[config.mk]
export PLATFORM = sky130hd
export DESIGN_NAME = bus_trace_unit
export DESIGN_NICKNAME = d
export VERILOG_FILES = /design/src/rtl/trace_pkg.sv /design/src/rtl/trace_fifo.sv /design/src/rtl/bus_trace_unit.sv
export SDC_FILE = /design/constraint.sdc
export NUM_CORES = 1
export LEC_CHECK = 0
export ABC_AREA = 1
export CORE_ASPECT_RATIO = 1.75
export CORE_MARGIN = 4
export CORE_UTILIZATION = 25
export DETAILED_ROUTE_END_ITERATION = 10
export HOLD_SLACK_MARGIN = 0.05
export SKIP_LAST_GASP = 1
export SYNTH_ARGS = -nofsm -noshare
export SYNTH_HDL_FRONTEND = slang
export SYNTH_SLANG_ARGS = --single-unit
[constraint.sdc]
create_clock -name i_clk -period 8.52 [get_ports i_clk]
set_input_delay 1.278 -clock i_clk [delete_from_list [all_inputs] [get_ports i_clk]]
set_output_delay 1.278 -clock i_clk [all_outputs]
set_load 0.03 [all_outputs]
[src/rtl/trace_pkg.sv]
// -----------------------------------------------------------------------------
// trace_pkg
// Shared definitions for the 6502 bus trace unit and its trace FIFO.
//   trace_rec_t : one captured bus cycle {cycle, sync, we, addr, data}
//   TRACE_W     : record width for the default cycle-stamp width
//   OVF_MAX     : saturation value of the dropped-record counter
//   bus_data()  : selects the byte actually moved on the bus this cycle
// -----------------------------------------------------------------------------
package trace_pkg;

  localparam int CYC_W_DEF = 16;
  localparam int TRACE_W   = CYC_W_DEF + 26;

  localparam logic [7:0] OVF_MAX = 8'd255;

  typedef struct packed {
    logic [CYC_W_DEF-1:0] cycle;
    logic                 sync;
    logic                 we;
    logic [15:0]          addr;
    logic [7:0]           data;
  } trace_rec_t;

  // Writes carry CPU data out, reads carry memory data in.
  function automatic logic [7:0] bus_data(input logic       we,
                                          input logic [7:0] dout,
                                          input logic [7:0] din);
    logic [7:0] sel;
    if (we) begin
      sel = dout;
    end else begin
      sel = din;
    end
    return sel;
  endfunction

endpackage

[src/rtl/trace_fifo.sv]
// -----------------------------------------------------------------------------
// trace_fifo
// Generic synchronous first-word-fall-through FIFO.
//   clk_i, rst_i : clock, synchronous active-high reset (pointers only)
//   push_i       : write data_i this edge (ignored when full without a pop)
//   pop_i        : retire the head this edge (ignored when empty)
//   data_o       : current head entry, valid whenever empty_o is 0
//   full_o       : DEPTH entries stored
//   empty_o      : no entries stored
// Pointers carry one extra wrap bit so full and empty are distinguishable.
// -----------------------------------------------------------------------------
module trace_fifo #(
  parameter int DEPTH = 16,
  parameter int WIDTH = 42
) (
  input  logic             clk_i,
  input  logic             rst_i,
  input  logic             push_i,
  input  logic [WIDTH-1:0] data_i,
  input  logic             pop_i,
  output logic [WIDTH-1:0] data_o,
  output logic             full_o,
  output logic             empty_o
);

  localparam int AW = $clog2(DEPTH);
  localparam logic [AW:0] PTR_ONE = {{AW{1'b0}}, 1'b1};

  logic [AW:0]      wr_q, wr_d;
  logic [AW:0]      rd_q, rd_d;
  logic [WIDTH-1:0] mem_q [DEPTH];
  logic             do_push_s;
  logic             do_pop_s;

  assign empty_o = (wr_q == rd_q);
  assign full_o  = (wr_q[AW] != rd_q[AW]) && (wr_q[AW-1:0] == rd_q[AW-1:0]);
  assign data_o  = mem_q[rd_q[AW-1:0]];

  // A pop frees a slot on the same edge, so a full FIFO still accepts a push
  // when the head is retired simultaneously; a pop on empty is ignored.
  assign do_pop_s  = pop_i && !empty_o;
  assign do_push_s = push_i && (!full_o || do_pop_s);

  // Pointer next-state.
  always_comb begin
    wr_d = wr_q;
    rd_d = rd_q;
    if (do_push_s) begin
      wr_d = wr_q + PTR_ONE;
    end else begin
      wr_d = wr_q;
    end
    if (do_pop_s) begin
      rd_d = rd_q + PTR_ONE;
    end else begin
      rd_d = rd_q;
    end
  end

  // Pointer registers; reset empties the FIFO regardless of contents.
  always_ff @(posedge clk_i) begin
    if (rst_i) begin
      wr_q <= '0;
      rd_q <= '0;
    end else begin
      wr_q <= wr_d;
      rd_q <= rd_d;
    end
  end

  // Storage array; contents are don't-care until pointed at by a valid head.
  always_ff @(posedge clk_i) begin
    if (do_push_s) begin
      mem_q[wr_q[AW-1:0]] <= data_i;
    end
  end

endmodule

[src/rtl/bus_trace_unit.sv]
// -----------------------------------------------------------------------------
// bus_trace_unit
// Passive observer of the 6502 external bus. Every completed bus cycle
// (i_rdy=1) becomes a trace record queued for a valid/ready consumer, and a
// repeated opcode fetch at one address raises a sticky trap flag.
//   i_clk, i_rst           : clock, synchronous active-high reset
//   i_addr/i_dout/i_din    : bus address, CPU write data, memory read data
//   i_we, i_sync, i_rdy    : write strobe, opcode-fetch marker, cycle complete
//   o_trace_valid/_data    : FIFO head {cycle, sync, we, addr, data}
//   i_trace_ready          : consumer accepts the head
//   o_overflow             : saturating count of records dropped while full
//   o_trap, o_trap_pc      : sticky trap flag and the trapping fetch address
//   o_cycle                : completed-cycle counter (wraps)
// -----------------------------------------------------------------------------
module bus_trace_unit
  import trace_pkg::*;
#(
  parameter int DEPTH       = 16,
  parameter int TRAP_REPEAT = 3,
  parameter int CYC_W       = CYC_W_DEF
) (
  input  logic              i_clk,
  input  logic              i_rst,
  input  logic [15:0]       i_addr,
  input  logic [7:0]        i_dout,
  input  logic [7:0]        i_din,
  input  logic              i_we,
  input  logic              i_sync,
  input  logic              i_rdy,
  output logic              o_trace_valid,
  output logic [CYC_W+25:0] o_trace_data,
  input  logic              i_trace_ready,
  output logic [7:0]        o_overflow,
  output logic              o_trap,
  output logic [15:0]       o_trap_pc,
  output logic [CYC_W-1:0]  o_cycle
);

  localparam int REC_W = CYC_W + 26;
  localparam int CNT_W = $clog2(TRAP_REPEAT + 1);
  localparam logic [CNT_W-1:0] TRAP_CNT = CNT_W'(TRAP_REPEAT);
  localparam logic [CNT_W-1:0] CNT_ONE  = {{(CNT_W-1){1'b0}}, 1'b1};
  localparam logic [CYC_W-1:0] CYC_ONE  = {{(CYC_W-1){1'b0}}, 1'b1};

  logic [CYC_W-1:0] cycle_q, cycle_d;
  logic [7:0]       ovf_q, ovf_d;
  logic             trap_q, trap_d;
  logic [15:0]      trap_pc_q, trap_pc_d;
  logic [15:0]      last_q, last_d;
  logic [CNT_W-1:0] cnt_q, cnt_d;

  logic [REC_W-1:0] rec_s;
  logic             full_s;
  logic             empty_s;
  logic             pop_s;
  logic             drop_s;
  logic             fetch_s;

  assign rec_s   = {cycle_q, i_sync, i_we, i_addr, bus_data(i_we, i_dout, i_din)};
  assign pop_s   = o_trace_valid && i_trace_ready;
  assign drop_s  = i_rdy && full_s && !pop_s;
  assign fetch_s = i_rdy && i_sync;

  trace_fifo #(
    .DEPTH (DEPTH),
    .WIDTH (REC_W)
  ) u_fifo (
    .clk_i   (i_clk),
    .rst_i   (i_rst),
    .push_i  (i_rdy),
    .data_i  (rec_s),
    .pop_i   (pop_s),
    .data_o  (o_trace_data),
    .full_o  (full_s),
    .empty_o (empty_s)
  );

  assign o_trace_valid = !empty_s;
  assign o_overflow    = ovf_q;
  assign o_trap        = trap_q;
  assign o_trap_pc     = trap_pc_q;
  assign o_cycle       = cycle_q;

  // Cycle stamp and dropped-record counter next-state.
  always_comb begin
    cycle_d = cycle_q;
    ovf_d   = ovf_q;
    if (i_rdy) begin
      cycle_d = cycle_q + CYC_ONE;
    end else begin
      cycle_d = cycle_q;
    end
    if (drop_s && (ovf_q != OVF_MAX)) begin
      ovf_d = ovf_q + 8'd1;
    end else begin
      ovf_d = ovf_q;
    end
  end

  // Repeat tracking over opcode fetches only; the trap latches on the fetch
  // that brings the run length up to TRAP_REPEAT and is frozen afterwards.
  always_comb begin
    last_d    = last_q;
    cnt_d     = cnt_q;
    trap_d    = trap_q;
    trap_pc_d = trap_pc_q;
    if (fetch_s) begin
      if (i_addr == last_q) begin
        if (cnt_q == TRAP_CNT) begin
          cnt_d = cnt_q;
        end else begin
          cnt_d = cnt_q + CNT_ONE;
        end
      end else begin
        cnt_d  = CNT_ONE;
        last_d = i_addr;
      end
    end else begin
      cnt_d  = cnt_q;
      last_d = last_q;
    end
    if (!trap_q && fetch_s && (cnt_d == TRAP_CNT)) begin
      trap_d    = 1'b1;
      trap_pc_d = i_addr;
    end else begin
      trap_d    = trap_q;
      trap_pc_d = trap_pc_q;
    end
  end

  // State registers.
  always_ff @(posedge i_clk) begin
    if (i_rst) begin
      cycle_q   <= '0;
      ovf_q     <= 8'd0;
      trap_q    <= 1'b0;
      trap_pc_q <= 16'h0000;
      last_q    <= 16'h0000;
      cnt_q     <= '0;
    end else begin
      cycle_q   <= cycle_d;
      ovf_q     <= ovf_d;
      trap_q    <= trap_d;
      trap_pc_q <= trap_pc_d;
      last_q    <= last_d;
      cnt_q     <= cnt_d;
    end
  end

endmodule

* Yosys cells after proc, flatten, opt, wreduce, memory -nomap -nowiden
Memory sizes are Yosys's and may differ from the RTL's. A register that Yosys moved wholly into a read port is not among the register bits.
Cells that the tools add are included.
** Storage, ports and cells
- Memories kept :: 1
- Flip-flop bits (word level) :: 69
- Bits in writable memories :: 672
- Input port bits :: 38
** Cells by class
- Multiplexer cells :: 8
- Eq/ne operators :: 7
- Bitwise logic cells :: 1
- Reduce and logical (&&, ||, !) cells :: 16
- Add/subtract/negate cells :: 5
** Memory list
- u_fifo.mem_q :: depth 16, width 42, read ports 1, clocked after Yosys merged registers in 1, write ports 1, line trace_fifo.sv:31 : logic [WIDTH-1:0] mem_q [DEPTH];
** Operators with widths (number)
- $add 16x1->16 const B :: 1
- $eq 16x16->1 :: 1
- $add 5x1->5 const B :: 2
- $logic_and 1x1->1 :: 10
- $add 8x1->8 const B :: 1
- $mux 4 :: 2
- $mux 8 :: 1
- $ne 8x8->1 const B :: 1
- $mux 2 :: 3
- $eq 5x5->1 :: 1
- $eq 2x2->1 const B :: 2
- $eq 4x4->1 :: 1
- $logic_not 1->1 :: 4
- $add 2x1->2 const B :: 1
- $mux 1 :: 2
- $reduce_and 2->1 :: 1
- $logic_or 1x1->1 :: 1
- $ne 1x1->1 :: 1
- $not 1->1 :: 1

* Depth between registers and ports, before layout
- Word-level depth :: 8
- Gate-level depth with buffers :: 13
- Depth with buffers taken out :: 12

* Hierarchy
From an unflattened synthesis, not the netlist that was laid out.
** Second synthesis, totals
- Cell total of the unflattened synthesis :: 2421
- Area, all modules :: 29859.9 µm²
** By module, submodules not included
- trace_fifo :: sequential area each 20459.6 µm², area an instance 26695.6 µm², instances 1, cells an instance 1932
- bus_trace_unit :: sequential area each 1181.1 µm², area an instance 3164.3 µm², instances 1, cells an instance 489

* Least setup slack after synthesis
Ideal clock, no wire load.
- Kind :: in2reg
- Start point :: in i_rdy
- End point :: mem u_fifo.mem_q[11][0], enable pin
- Data arrival time :: 3.502 ns
- Stages :: 5
- Required time :: 8.079 ns
- Setup slack :: 4.577 ns
- Cells stage by stage :: buf_4 -> nand2_2 -> inv_1 -> nand3_1 -> nor2_1
** Between the ends
- Word-level cells in the longest chain between the ends :: 3
** Ends and longest elaborated chain
- start: declaration :: line bus_trace_unit.sv:29 : input logic i_rdy,
- $logic_and 1x1->1 :: line trace_fifo.sv:42 : assign do_push_s = push_i && (!full_o || do_pop_s);
- $mux 1 :: line trace_fifo.sv:73 : if (do_push_s) begin
- $mux 1 (implied by the code) :: line trace_fifo.sv:74 : mem_q[wr_q[AW-1:0]] <= data_i;
- end: declaration :: line trace_fifo.sv:31
Every way passes these cells.

==> summary.txt <==
CTS
  – CTS tree: done
  – Clk Tree Root Cell: clkbuf_16
  – Clock Latency Late Sink: approximately 0.62 ns
  – Htree depth: 3
  – Post-CTS Resized: 0
  – Setup bufs post-CTS: 0
  – Worst-path clk slew: 0.07 ns
  – CTS Buf Count: between 60 and 70
  – Deepest clock path buffer count: 3
  – # hold bufs at CTS: 0
  – # clock sinks: about 750

STA
  – Endpoints failing setup: 0
  – Worst clock skew: about 0.027 ns
  – Final Hold Vio Count: 0
  – Post-Route Setup TNS: 0 ns
  – RSZ-0062 raised after global routing: false
  – Relative slew slack: around 16%
  – Worst-Margin Slew: approximately 1.3 ns
  – Worst Slack Setup Final: 3.19 ns
  – FMAX: roughly 0.19 GHz
  – Tmin final: 5.33 ns
  – Final slew viol count: 0
  – Crit share post-route: 62.6%

Die
  – Die Wd: between 200 and 300 µm
  – Die Ht: 469 µm
  – Core ar.: 0.120 mm²
  – Row count: 168
  – Die ar.: 0.127 mm²
  – Boundary pin count: around 120
  – Starting density of the core: between 20% and 30%

Synth
  – Cell with the most instances after synthesis: edfxtp_1
  – Distinct cells, synth: 36
  – Primary FF master, synth: edfxtp_1
  – Synth Area in Compound Gates: around an eighth
  – Post-synth top area cell: edfxtp_1
  – Post-synth EDFFs: 672
  – Simple-Gate Fraction of Synth Area: about 4.9%
  – Post-synthesis register bit count: about 750
  – Largest family of logic cells by synthesized area: compound AO/OA/AOI/OAI gates
  – Synth top area cells: edfxtp_1 (66%), mux2i_1 (5.5%), dfxtp_1 (4.8%)
  – Post-synthesis mux area share: 5.84%
  – Syn Nets: between 2000 and 2500
  – Syn avg cell area: around 13 µm²
  – Ys async rst share: 0%
  – Most frequent cells after synthesis: edfxtp_1 (672), inv_1 (216), a21oi_1 (203)
  – Yosys Warn Count: 0
  – Post-synthesis adder-cell area fraction: less than 1%
  – Mapped cell area: between 0.03 and 0.04 mm²
  – Post-synthesis sequential area ratio: 71.3%
  – Area share of the largest cell type after synthesis: around 66%
  – Post-synthesis xor/xnor area fraction: less than 1%
  – Mapped Cells: approximately 2300

Power
  – Gate power share: around an eighth
  – Switch Pwr: 0.00209 W
  – Int Pwr: around 0.006 W
  – Cell leakage power: about 12 nW
  – Clock share of power: between 30 and 40%
  – Worst VDD drop: between 0.00015 and 0.0002 V
  – Total power density per cell area: between 200 and 250 mW/mm²
  – Switching part of the total: roughly a quarter
  – Seq pwr share: approximately 50%

Outcome
  – Status: complete, no violations

Global route
  – GRT Residual Overflow: 0
  – Initial antenna violation count: 1
  – First-pass GRT wire length: about 110000 µm
  – Pin count of the biggest net entering global routing: 186
  – Vias in the first global route: about 18000
  – GRT Total Usage: 11.8%

Critical path
  – Reg2Reg Depth: 9
  – Critical-path maximum fanout: between 150 and 200
  – Crit path required time: around 7.2 ns
  – Worst reg-to-reg setup slack: roughly 5.3 ns
  – Setup Crit Path Kind: reg -> out
  – FF-to-FF Start: u_fifo.wr_q[2]
  – Startpoint Class: register
  – Worst R2R End: u_fifo.mem_q[14][18]
  – Critical Path AT: around 4.1 ns
  – Worst Setup End Kind: output pin

Place
  – DP Area: 0.0332 mm²
  – GPL Wtd Cong: around 0.71
  – I/O Buffers: 121
  – HPWL Detailed: between 40000 and 50000 µm
  – Place WS: ~3.9 ns

Hold path
  – Hold Crit Class: reg -> reg
  – Worst Hold Endpoint: last_q[14]
  – Worst hold stages: 2
  – Hold_sp: last_q[14]

Drt
  – First DRT Iteration DRCs: approximately 1200
  – Final ANT Viol Nets: 0
  – DRC Markers: 0
  – Final WL: 77100 µm
  – DR pass1 iterations: 5
  – Via density: around 4.5
  – Routed len/inst: roughly 19 µm
  – Vias: approximately 18000

Finish
  – Layout fillers: between 10000 and 15000
  – Layout area overhead: 16.4%
  – Final net count: ~2400
  – Area occupied by multi-input gates: about 0.007 mm²
  – Post-Layout Inst Area: between 0.03 and 0.04 mm²
  – Share of layout cells above drive strength 1: under 10%
  – Flip-flop and latch area: approximately 0.022 mm²

Job
  – Max-capacitance violation count: 0
cell usage in the layout (no fill, tap or decap), types with 3 or more instances in the layout:
cell,netlist,final
mux2_2,8,8
bufinv_16,0,5
xor2_1,6,6
nor2_4,0,16
a21oi_1,203,203
edfxtp_1,672,672
nor2_1,100,84
o21ai_0,180,180
clkinvlp_4,0,5
clkdlybuf4s50_1,0,121
xnor2_1,4,4
buf_4,24,36
clkbuf_1,76,9
dfxtp_1,73,69
ha_1,7,7
o21bai_1,16,16
inv_2,2,4
clkinv_2,0,10
clkbuf_16,0,69
inv_6,0,6
clkbuf_8,0,3
inv_1,216,215
o211ai_1,168,168
nand2_1,141,141
dfxtp_4,0,3
clkinv_1,3,12
o21ai_1,54,54
mux2i_1,168,168
nor3_1,23,23
nand3_1,72,72
worst max-delay path, stage by stage, from the launching register on:
cell and delay, ns:
dfxtp_4 0.99, buf_12 0.51, mux2i_1 0.18, o211ai_1 0.22, nand3_1 0.13, nand2_1 0.20, clkdlybuf4s50_1 0.71
per-stage QoR:
stage          instances  total power, W  hold slack (ns)  util, %
2_1_floorplan       2285         0.00487            0.444        -
3_3_place_gp        3905         0.00523            0.453     27.6
3_5_place_dp        3905         0.00524            0.462     27.6
4_1_cts             4024         0.00824            0.473     29.4
5_1_grt             4025         0.00847            0.498     29.4
6_report            4026         0.00816            0.471     29.4
power by group through the flow:
stage	logic (W)	clock network, W	registers (W)
6_report	0.00107	0.00302	0.00407
2_1_floorplan	0.000753	0	0.00411
4_1_cts	0.00109	0.00308	0.00407
5_1_grt	0.00117	0.00322	0.00408
3_5_place_dp	0.00108	0	0.00416
3_3_place_gp	0.00108	0	0.00415
area by class of cell:
class,instances,share of cell area [%]
Inverter,221,2.37
Antenna cell,2,0.0142
Timing Repair Buffer,159,4.31
Tap cell,1615,5.72
Sequential cell,745,61.3
Clock inverter,38,0.985
Multi-Input combinational cell,1165,20.2
Clock buffer,81,5.10
flip-flops by register name, indices dropped and copies added (netlist names), named ones only:
signal,count
cnt_q,2
last_q,16
o_cycle,16
o_overflow,8
o_trap,1
o_trap_pc,16
u_fifo.mem_q,672
u_fifo.rd_q,5
u_fifo.wr_q,5
cells by family (layout without fill, tap and decap cells):
kind of cell / Yosys count / after routing
buffers and inverters: 375 / 499
AOI/OAI and AO/OA: 622 / 622
and+or+nand+nor: 350 / 350
other: 0 / 2
DFF: 745 / 745
muxes: 176 / 176
adders and majority gates: 7 / 7
xor gates and xnor gates: 10 / 10
routing by layer:
| metal | track usage (%) | wire, µm | share of wire, % | vias to the layer above |
|---|---|---|---|---|
| met2 | 21.1 | 38800 | 50 | 480 |
| met5 | 0 | 0 | 0 | - |
| li1 | - | - | - | 8476 |
| met4 | 4.13 | 2150 | 2.8 | 0 |
| met3 | 1.93 | 4200 | 5.4 | 106 |
| met1 | 14.3 | 31900 | 41 | 9054 |
worst max path at each step:
stage | from | end | slack (ns) | cells past startpoint
6_report | register | o_trace_data[5] | 3.19 | 6
3_5_place_dp | register | o_trace_data[26] | 3.90 | 6
5_1_grt | register | o_trace_data[30] | 3.06 | 6
4_1_cts | register | o_trace_data[26] | 3.22 | 6
3_3_place_gp | register | o_trace_data[26] | 3.88 | 6
2_1_floorplan | i_rdy | u_fifo.mem_q[11][0] | 4.58 | 5
(Power assumes the default switching activity.)
